==> src/rtl/pattern_tx_pkg.sv <==
// Shared constants and FSM state encoding for the pattern_tx serial transmitter.
package pattern_tx_pkg;

  localparam int WIDTH_DEF = 16;
  localparam int LEN_W_DEF = 5;
  localparam int CNT_W_DEF = 8;

  typedef enum logic [0:0] {
    IDLE  = 1'b0,
    SHIFT = 1'b1
  } state_t;

endpackage

==> src/rtl/seq101_counter.sv <==
// Saturating counter of overlapping "101" occurrences in a bit stream.
// Holds a 2-bit history of the most recently emitted bits.
module seq101_counter
  import pattern_tx_pkg::*;
#(
  parameter int CNT_W = CNT_W_DEF
) (
  input  logic             clk,
  input  logic             rst,
  input  logic             clr,
  input  logic             bit_en,
  input  logic             bit_in,
  output logic [CNT_W-1:0] hit_cnt
);

  // hist[1] is the older bit, hist[0] the most recent one
  logic [1:0] hist;
  logic       hit;
  logic       sat;

  // Hit detection on the incoming bit and the saturation flag
  always_comb begin
    hit = 1'b0;
    sat = &hit_cnt;
    if (bit_en && bit_in && (hist == 2'b10)) begin
      hit = 1'b1;
    end else begin
      hit = 1'b0;
    end
  end

  // History and counter update; a clear starts a fresh history with the first bit
  always_ff @(posedge clk or posedge rst) begin
    if (rst) begin
      hist    <= 2'b00;
      hit_cnt <= {CNT_W{1'b0}};
    end else if (clr) begin
      hist    <= {1'b0, bit_in & bit_en};
      hit_cnt <= {CNT_W{1'b0}};
    end else if (bit_en) begin
      hist <= {hist[0], bit_in};
      if (hit && !sat) begin
        hit_cnt <= hit_cnt + {{(CNT_W-1){1'b0}}, 1'b1};
      end
    end
  end

endmodule

==> src/rtl/pattern_tx.sv <==
// Serial pattern transmitter: shifts a programmable pattern out MSB-first with
// optional gapless repetition, and counts overlapping "101" hits in the stream.
module pattern_tx
  import pattern_tx_pkg::*;
#(
  parameter int WIDTH = WIDTH_DEF,
  parameter int LEN_W = LEN_W_DEF,
  parameter int CNT_W = CNT_W_DEF
) (
  input  logic             clk,
  input  logic             rst,
  input  logic             start,
  input  logic [WIDTH-1:0] pattern,
  input  logic [LEN_W-1:0] len,
  input  logic             repeat_en,  // restart the frame with no gap when high at a frame end
  output logic             x,
  output logic             valid,
  output logic             busy,
  output logic             done,
  output logic [CNT_W-1:0] hit_cnt
);

  state_t           state;
  state_t           state_nxt;
  logic [WIDTH-1:0] shreg;
  logic [WIDTH-1:0] shreg_nxt;
  logic [WIDTH-1:0] reload;
  logic [WIDTH-1:0] reload_nxt;
  logic [LEN_W-1:0] len_q;
  logic [LEN_W-1:0] len_nxt;
  logic [LEN_W-1:0] remaining;
  logic [LEN_W-1:0] rem_nxt;
  logic [LEN_W-1:0] eff_len;
  logic             x_nxt;
  logic             valid_nxt;
  logic             busy_nxt;
  logic             done_nxt;
  logic             accept;
  logic             emit;

  // Requested length clamped to the pattern width
  always_comb begin
    if (len > LEN_W'(WIDTH)) begin
      eff_len = LEN_W'(WIDTH);
    end else begin
      eff_len = len;
    end
  end

  // Next-state and next-output logic
  always_comb begin
    state_nxt  = state;
    shreg_nxt  = shreg;
    reload_nxt = reload;
    len_nxt    = len_q;
    rem_nxt    = remaining;
    x_nxt      = 1'b0;
    valid_nxt  = 1'b0;
    busy_nxt   = 1'b0;
    done_nxt   = 1'b0;
    accept     = 1'b0;
    emit       = 1'b0;
    case (state)
      IDLE: begin
        if (start && (len != {LEN_W{1'b0}})) begin
          accept     = 1'b1;
          emit       = 1'b1;
          reload_nxt = pattern;
          len_nxt    = eff_len;
          // Left-align so that pattern[L-1] sits at the MSB
          shreg_nxt  = pattern << (LEN_W'(WIDTH) - eff_len);
          x_nxt      = shreg_nxt[WIDTH-1];
          valid_nxt  = 1'b1;
          busy_nxt   = 1'b1;
          rem_nxt    = eff_len - LEN_W'(1);
          state_nxt  = SHIFT;
        end else begin
          state_nxt = IDLE;
        end
      end
      SHIFT: begin
        if (remaining != {LEN_W{1'b0}}) begin
          emit      = 1'b1;
          shreg_nxt = {shreg[WIDTH-2:0], 1'b0};
          x_nxt     = shreg_nxt[WIDTH-1];
          valid_nxt = 1'b1;
          busy_nxt  = 1'b1;
          rem_nxt   = remaining - LEN_W'(1);
          state_nxt = SHIFT;
        end else if (repeat_en) begin
          emit      = 1'b1;
          shreg_nxt = reload << (LEN_W'(WIDTH) - len_q);
          x_nxt     = shreg_nxt[WIDTH-1];
          valid_nxt = 1'b1;
          busy_nxt  = 1'b1;
          rem_nxt   = len_q - LEN_W'(1);
          state_nxt = SHIFT;
        end else begin
          done_nxt  = 1'b1;
          state_nxt = IDLE;
        end
      end
      default: begin
        state_nxt = IDLE;
      end
    endcase
  end

  // State, datapath and output registers
  always_ff @(posedge clk or posedge rst) begin
    if (rst) begin
      state     <= IDLE;
      shreg     <= {WIDTH{1'b0}};
      reload    <= {WIDTH{1'b0}};
      len_q     <= {LEN_W{1'b0}};
      remaining <= {LEN_W{1'b0}};
      x         <= 1'b0;
      valid     <= 1'b0;
      busy      <= 1'b0;
      done      <= 1'b0;
    end else begin
      state     <= state_nxt;
      shreg     <= shreg_nxt;
      reload    <= reload_nxt;
      len_q     <= len_nxt;
      remaining <= rem_nxt;
      x         <= x_nxt;
      valid     <= valid_nxt;
      busy      <= busy_nxt;
      done      <= done_nxt;
    end
  end

  seq101_counter #(
    .CNT_W(CNT_W)
  ) u_cnt (
    .clk    (clk),
    .rst    (rst),
    .clr    (accept),
    .bit_en (emit),
    .bit_in (x_nxt),
    .hit_cnt(hit_cnt)
  );

endmodule

==> config.mk <==
export PLATFORM = sky130hd
export DESIGN_NAME = pattern_tx
export DESIGN_NICKNAME = d
export VERILOG_FILES = /design/src/rtl/pattern_tx_pkg.sv /design/src/rtl/seq101_counter.sv /design/src/rtl/pattern_tx.sv
export SDC_FILE = /design/constraint.sdc
export NUM_CORES = 1
export LEC_CHECK = 0
export ABC_AREA = 1
export CAP_MARGIN = 15
export CELL_PAD_IN_SITES_DETAIL_PLACEMENT = 0
export CELL_PAD_IN_SITES_GLOBAL_PLACEMENT = 1
export CORE_MARGIN = 5
export CORE_UTILIZATION = 45
export CTS_CLUSTER_SIZE = 16
export DETAILED_ROUTE_END_ITERATION = 8
export PLACE_DENSITY = 0.95
export SLEW_MARGIN = 20
export SYNTH_ARGS = -nofsm -noshare
export SYNTH_HDL_FRONTEND = slang
export SYNTH_SLANG_ARGS = --single-unit
==> constraint.sdc <==
create_clock -name clk -period 7.1 [get_ports clk]
set_input_delay 1.065 -clock clk [delete_from_list [all_inputs] [get_ports clk]]
set_output_delay 1.065 -clock clk [all_outputs]
set_load 0.03 [all_outputs]
==> results.sh, run 1 <==
export IMPL_clk_pin_slew_ps=90
export IMPL_drt_iter0_drc=276
export IMPL_synth_ff_type="dfrtp_1"
export IMPL_first_global_vias=3796
export IMPL_fp_dieH_um=104
export IMPL_yosys_cell_types_count=44
export IMPL_synth_seq_cells=54
export IMPL_avgViaCountPerCell=5.55
export IMPL_post_synth_top_area_fraction=0.341
export IMPL_placed_area_um2=4320
export IMPL_p_leak_nw=2.13
export IMPL_synthArstFlopShare=1.00
export IMPL_dieArea_um2=10800
export IMPL_place_congestion=0.886
export IMPL_start_kind="primary input"
export IMPL_crit_start="len[0]"
export IMPL_fin_nets=644
export IMPL_outcome="completed"
export IMPL_pwr_share_seq=0.297
export IMPL_rows=34
export IMPL_synth_cells=600
export IMPL_start_util=0.458
export IMPL_synth_top_cell_by_area="dfrtp_1"
export IMPL_tightest_slew_ps=801
export IMPL_antenna_found_initial=0
export IMPL_die_w_um=104
export IMPL_ctsResizeCount=0
export IMPL_cts_root_buf="clkbuf_8"
export IMPL_required_ps=7300
export IMPL_placed_cells=716
export IMPL_yosysWarnings=0
export IMPL_wl_per_cell_um=15.1
export IMPL_crit_type="primary input to register"
export IMPL_reg2reg_from="state"
export IMPL_io_pins=37
export IMPL_cts_path_max_buffers=2
export IMPL_drtAntennaViolNets=0
export IMPL_remaining_drc_errors=0
export IMPL_grt_ovfl_total=0
export IMPL_p_int_w=0.000942
export IMPL_synth_edff_count=0
export IMPL_hpwlAfterDp_um=8370
export IMPL_cts_made_buffers=5
export IMPL_grt_start_max_net_pins=55
export IMPL_finalPower_w=0.00185
export IMPL_htreeDepth=2
export IMPL_cts_tree="built"
export IMPL_setup_tns_ps=0
export IMPL_clk_insertion_delay_late_ps=310
export IMPL_grt_pass1_wl_um=18200
export IMPL_switching_share=0.490
export IMPL_synth_sequential_area_ratio=0.341
export IMPL_fin_crit_ps=4360
export IMPL_cts_setup_buffers=0
export IMPL_finalHoldWorstSlack_ps=501
export IMPL_finalSetupViolations=0
export IMPL_cap_viol_max_count=0
export IMPL_rsz0062_at_grt="false"
export IMPL_fin_cells=723
export IMPL_finalWirelength_um=10900
export IMPL_power_frac_clock=0.116
export IMPL_critPathMaxFanout=25
export IMPL_clock_fmax_mhz=229
export IMPL_endpoint_kind="register"
export IMPL_slew_headroom=0.462
export IMPL_avgSynthCellArea_um2=6.60
export IMPL_final_area_um2=4430
export IMPL_synthTopCellsByArea="dfrtp_1 34%, nand2_1 19%, nand3_1 9.4%"
export IMPL_diodes=0
export IMPL_cellPowerDensity_nw_per_um2=417
export IMPL_num_vias=4016
export IMPL_post_route_period_util=0.614
export IMPL_hold_viol=0
export IMPL_ir_worst_vdd_v=0.000139
export IMPL_syn_area_um2=3960
export IMPL_hold_buffers=0
export IMPL_cp_arrival_ps=4570
export IMPL_syn_to_final_growth_pct=11.9
export IMPL_cts_sink_count=54
export IMPL_min_from="remaining[3]"
export IMPL_synth_fp_nets=629
export IMPL_drive_above_1_share=0.0537
export IMPL_numPortBuffers=36
export IMPL_hold_class="register to register"
export IMPL_combPwrFrac=0.587
export IMPL_switchingPower_w=0.000905
export IMPL_grt_use_total=0.201
export IMPL_drv_slew=0
export IMPL_core_um2=8640
export IMPL_skew_ps=12.6
export IMPL_first_pass_iters=5
## synthesized netlist by cell type, drive strengths merged, types with 2 or more instances
| library cell | n |
|---|---|
| a21oi | 12 |
| a22oi | 4 |
| a31oi | 12 |
| and3 | 2 |
| buf | 17 |
| clkbuf | 15 |
| dfrtp | 54 |
| ha | 4 |
| inv | 45 |
| nand2 | 202 |
| nand3 | 74 |
| nand4 | 10 |
| nor2 | 43 |
| nor3 | 6 |
| o211ai | 6 |
| o21a | 2 |
| o21ai | 58 |
| o22ai | 4 |
| o31ai | 2 |
| or2 | 9 |
| xnor2 | 5 |
| xor2 | 5 |
## power by group through the flow
stage          registers (W)  logic [W]  clock network, W
2_1_floorplan       0.000529   0.000841                 0
6_report            0.000549    0.00109          0.000213
5_1_grt             0.000566    0.00124          0.000227
3_3_place_gp        0.000548    0.00107                 0
4_1_cts             0.000546    0.00108          0.000213
3_5_place_dp        0.000550    0.00108                 0
## routing by layer
metal,global-route usage,share of wire,vias up
met5,0,0,-
met4,0.0740,0.031,0
met3,0.0286,0.041,32
met2,0.320,0.47,123
met1,0.277,0.46,1846
li1,-,-,2015
## area by class of cell
| cell class | instances | area (um2) |
|---|---|---|
| well taps | 108 | 135 |
| repair buffers | 40 | 390 |
| flip-flops and latches | 54 | 1350 |
| inverters | 45 | 169 |
| clock buffers | 6 | 82.6 |
| clock inverters | 1 | 30.0 |
| multi-input cells | 469 | 2270 |
| fillers | 882 | 4210 |
## cells by family after synthesis
kind of cell               synth area share
xor gates and xnor gates             0.0221
and+or+nand+nor                       0.384
buffers and inverters                0.0847
muxes                               0.00253
adders and majority gates            0.0126
AOI/OAI and AO/OA                     0.153
DFF                                   0.341
## stage by stage
step                 util  setup WS (ps)
finish              0.513           2740
detailed placement  0.500           2440
global placement    0.500           2540
CTS                 0.513           2770
floorplan               -           3810
global route        0.513           2360
## critical path: stages
cell and delay (ps):
clkdlybuf4s50_1 640, nor2_4 210, nand2_2 90, nand2_4 130, nand2_2 270, ha_1 710
inv_1 330, nand3_1 200, nand3_1 120, nand3_1 100, nand3_1 180, nand2_2 250
nand2_4 110, nand3_1 90, nand2_1 60
## sequential cells by signal (all words and copies together), names as in the netlist
signal,count
len_q,5
reload,16
u_cnt.hist,2
done,1
x,1
shreg,15
u_cnt.hit_cnt,8
remaining,5
state,1
## cells in the final DEF, fill, tap and decap left out, types with 5 or more instances in the layout
| master | n |
|---|---|
| nand2_1 | 196 |
| nand3_1 | 74 |
| dfrtp_1 | 54 |
| o21ai_0 | 52 |
| inv_1 | 42 |
| nor2_1 | 39 |
| clkdlybuf4s50_1 | 36 |
| a31oi_1 | 12 |
| a21oi_1 | 12 |
| nand4_1 | 10 |
| nor3_1 | 6 |
| or2_2 | 6 |
| o211ai_1 | 6 |
| clkbuf_8 | 6 |
| xor2_1 | 5 |
| xnor2_1 | 5 |
## final timing paths
check                                   endpoint  slack (ps)  cells past startpoint
worst max-delay path            u_cnt.hit_cnt[5]        2740                     15
worst min-delay path                remaining[3]         500                      2
worst max register to register         shreg[12]        3420                      9
worst min register to register      remaining[3]         500                      2
max in group asynchronous               shreg[4]        5400                      3
min in group asynchronous           remaining[2]        1260                      3
Note: power is estimated with default switching activity, not from simulation.
==> run 2, diff against run 1 <==
CORE_UTILIZATION = 41   (was 45)
PLACE_DENSITY = 0.89   (was 0.95)
clock period = 4.1 ns   (was 7.1 ns; I/O delays follow)
==> results.sh, run 2 (same netlist as run 1, synthesis figures left out) <==
export IMPL_first_global_vias=3815
export IMPL_setup_tns_ps=0
export IMPL_avgViaCountPerCell=5.33
export IMPL_cellPowerDensity_nw_per_um2=713
export IMPL_fin_nets=650
export IMPL_post_route_period_util=0.782
export IMPL_dieArea_um2=11700
export IMPL_tightest_slew_ps=785
export IMPL_critPathMostFrequentCell="nand3_1"
export IMPL_rsz0062_at_grt="false"
export IMPL_ctsResizeCount=0
export IMPL_antenna_found_initial=0
export IMPL_cts_path_max_buffers=2
export IMPL_cp_top_family="simple AND/OR/NAND/NOR gates"
export IMPL_num_vias=4006
export IMPL_first_pass_iters=6
export IMPL_crit_chain="clkdlybuf4s50_1 > nor2_2 > nand2_2 > nand2_4 > nand2_1 > ha_1 > buf_4 > inv_1 > nand3_1 > nand3_1 > nand3_1 > nand3_1 > nand2_2 > nand2_4 > nand3_1 > nand2_1"
export IMPL_remaining_drc_errors=0
export IMPL_nFillCells=979
export IMPL_fin_crit_ps=3210
export IMPL_cp_slowest_cell="clkdlybuf4s50_1"
export IMPL_finalSetupViolations=0
export IMPL_die_w_um=108
export IMPL_htreeDepth=2
export IMPL_drt_iter0_drc=255
export IMPL_skew_ps=4.99
export IMPL_hpwlAfterDp_um=8620
export IMPL_start_util=0.424
export IMPL_required_ps=4350
export IMPL_numPortBuffers=36
export IMPL_hold_buffers=0
export IMPL_hold_viol=0
export IMPL_clock_fmax_mhz=312
export IMPL_clk_insertion_delay_late_ps=310
export IMPL_hold_class="register to register"
export IMPL_grt_start_max_net_pins=50
export IMPL_final_common_cell="nand2_1"
export IMPL_diodes=0
export IMPL_endpoint_kind="register"
export IMPL_ff2ff_setup_slack_ps=1150
export IMPL_multi_input_area_um2=2270
export IMPL_outcome="completed"
export IMPL_cts_made_buffers=5
export IMPL_start_kind="primary input"
export IMPL_wl_per_cell_um=15.0
export IMPL_regArea_um2=1350
export IMPL_ir_worst_vdd_v=0.000294
export IMPL_final_area_um2=4480
export IMPL_drv_slew=0
export IMPL_rows=35
export IMPL_grt_use_total=0.203
export IMPL_critPathBufInv=3
export IMPL_finalWirelength_um=11300
export IMPL_core_um2=9330
export IMPL_clk_pin_slew_ps=100
export IMPL_cap_viol_max_count=0
export IMPL_drtAntennaViolNets=0
export IMPL_reg_top3="reload x16, shreg x15, u_cnt.hit_cnt x8"
export IMPL_cts_setup_buffers=0
export IMPL_p_leak_nw=2.15
export IMPL_cpPeakStageDelay_ps=490
export IMPL_crit_type="primary input to register"
export IMPL_fp_dieH_um=108
export IMPL_slew_headroom=0.472
export IMPL_cp_arrival_ps=3460
export IMPL_grt_ovfl_total=0
export IMPL_syn_to_final_growth_pct=13.1
export IMPL_placed_area_um2=4390
export IMPL_grt_pass1_wl_um=19000
export IMPL_place_congestion=0.965
export IMPL_cts_sink_count=54
export IMPL_largest_reg_flops=16
export IMPL_top_register="reload"
export IMPL_io_pins=37
export IMPL_cts_tree="built"
export IMPL_finalPower_w=0.00319
export IMPL_final_cell_mix="196 x nand2_1, 74 x nand3_1, 54 x dfrtp_1"
export IMPL_cts_root_buf="clkbuf_8"
export IMPL_drive_above_1_share=0.0627
export IMPL_critPathMaxFanout=17
## run 2: cell type report
cell class / count / area share
tap: 129 / 0.0360
sequential: 54 / 0.302
multi-input combinational: 469 / 0.507
clock buffer: 6 / 0.0162
inverter: 45 / 0.0377
timing repair buffer: 46 / 0.0972
clock inverter: 2 / 0.00391
## run 2: worst paths after layout
| kind | to | cells past startpoint | from |
|---|---|---|---|
| setup / recovery | u_cnt.hit_cnt[4] | 16 | len[2] |
| hold / removal | reload[12] | 2 | reload[12] |
| setup reg to reg | u_cnt.hit_cnt[4] | 14 | len_q[0] |
| hold reg to reg | reload[12] | 2 | reload[12] |
| max in group asynchronous | shreg[13] | 3 | rst |
| min in group asynchronous | remaining[3] | 2 | rst |
## run 2: where the power goes
| group | internal [W] | leakage, nW | total [W] | switching [W] |
|---|---|---|---|---|
| Combinational | 0.000691 | 1.43 | 0.00192 | 0.00123 |
| Clock | 0.000125 | 0.0458 | 0.000315 | 0.000190 |
| Sequential | 0.000761 | 0.674 | 0.000953 | 0.000192 |
| Total | 0.00158 | 2.15 | 0.00319 | 0.00162 |
## run 2: metrics by stage
step	instances	utilization	setup WS, ps	hold slack [ps]
after CTS	751	0.480	941	503
final	751	0.480	892	496
after global placement	743	0.471	703	467
after detailed placement	743	0.471	613	472
after floorplan	600	-	1260	449
after global routing	751	0.480	648	509
## run 2: worst reg2reg max path, cell delays in order (launching register included)
cell and delay [ps]:
dfrtp_1 660, inv_2 240, ha_1 290, xnor2_1 150, buf_4 200, inv_1 210, or2_1 300, nand3_1 70
nand3_1 60, nand2_1 70, nand2_1 70, nand2_2 240, nand2_4 120, nand3_1 100, nand2_1 60
## run 2: routing by layer
metal / vias to the layer above / GRT usage / routed length, um
met3: 14 / 0.0293 / 646
li1: 2025 / - / -
met4: 0 / 0.0496 / 133
met5: - / 0 / 0
met1: 1815 / 0.300 / 5500
met2: 152 / 0.311 / 5010
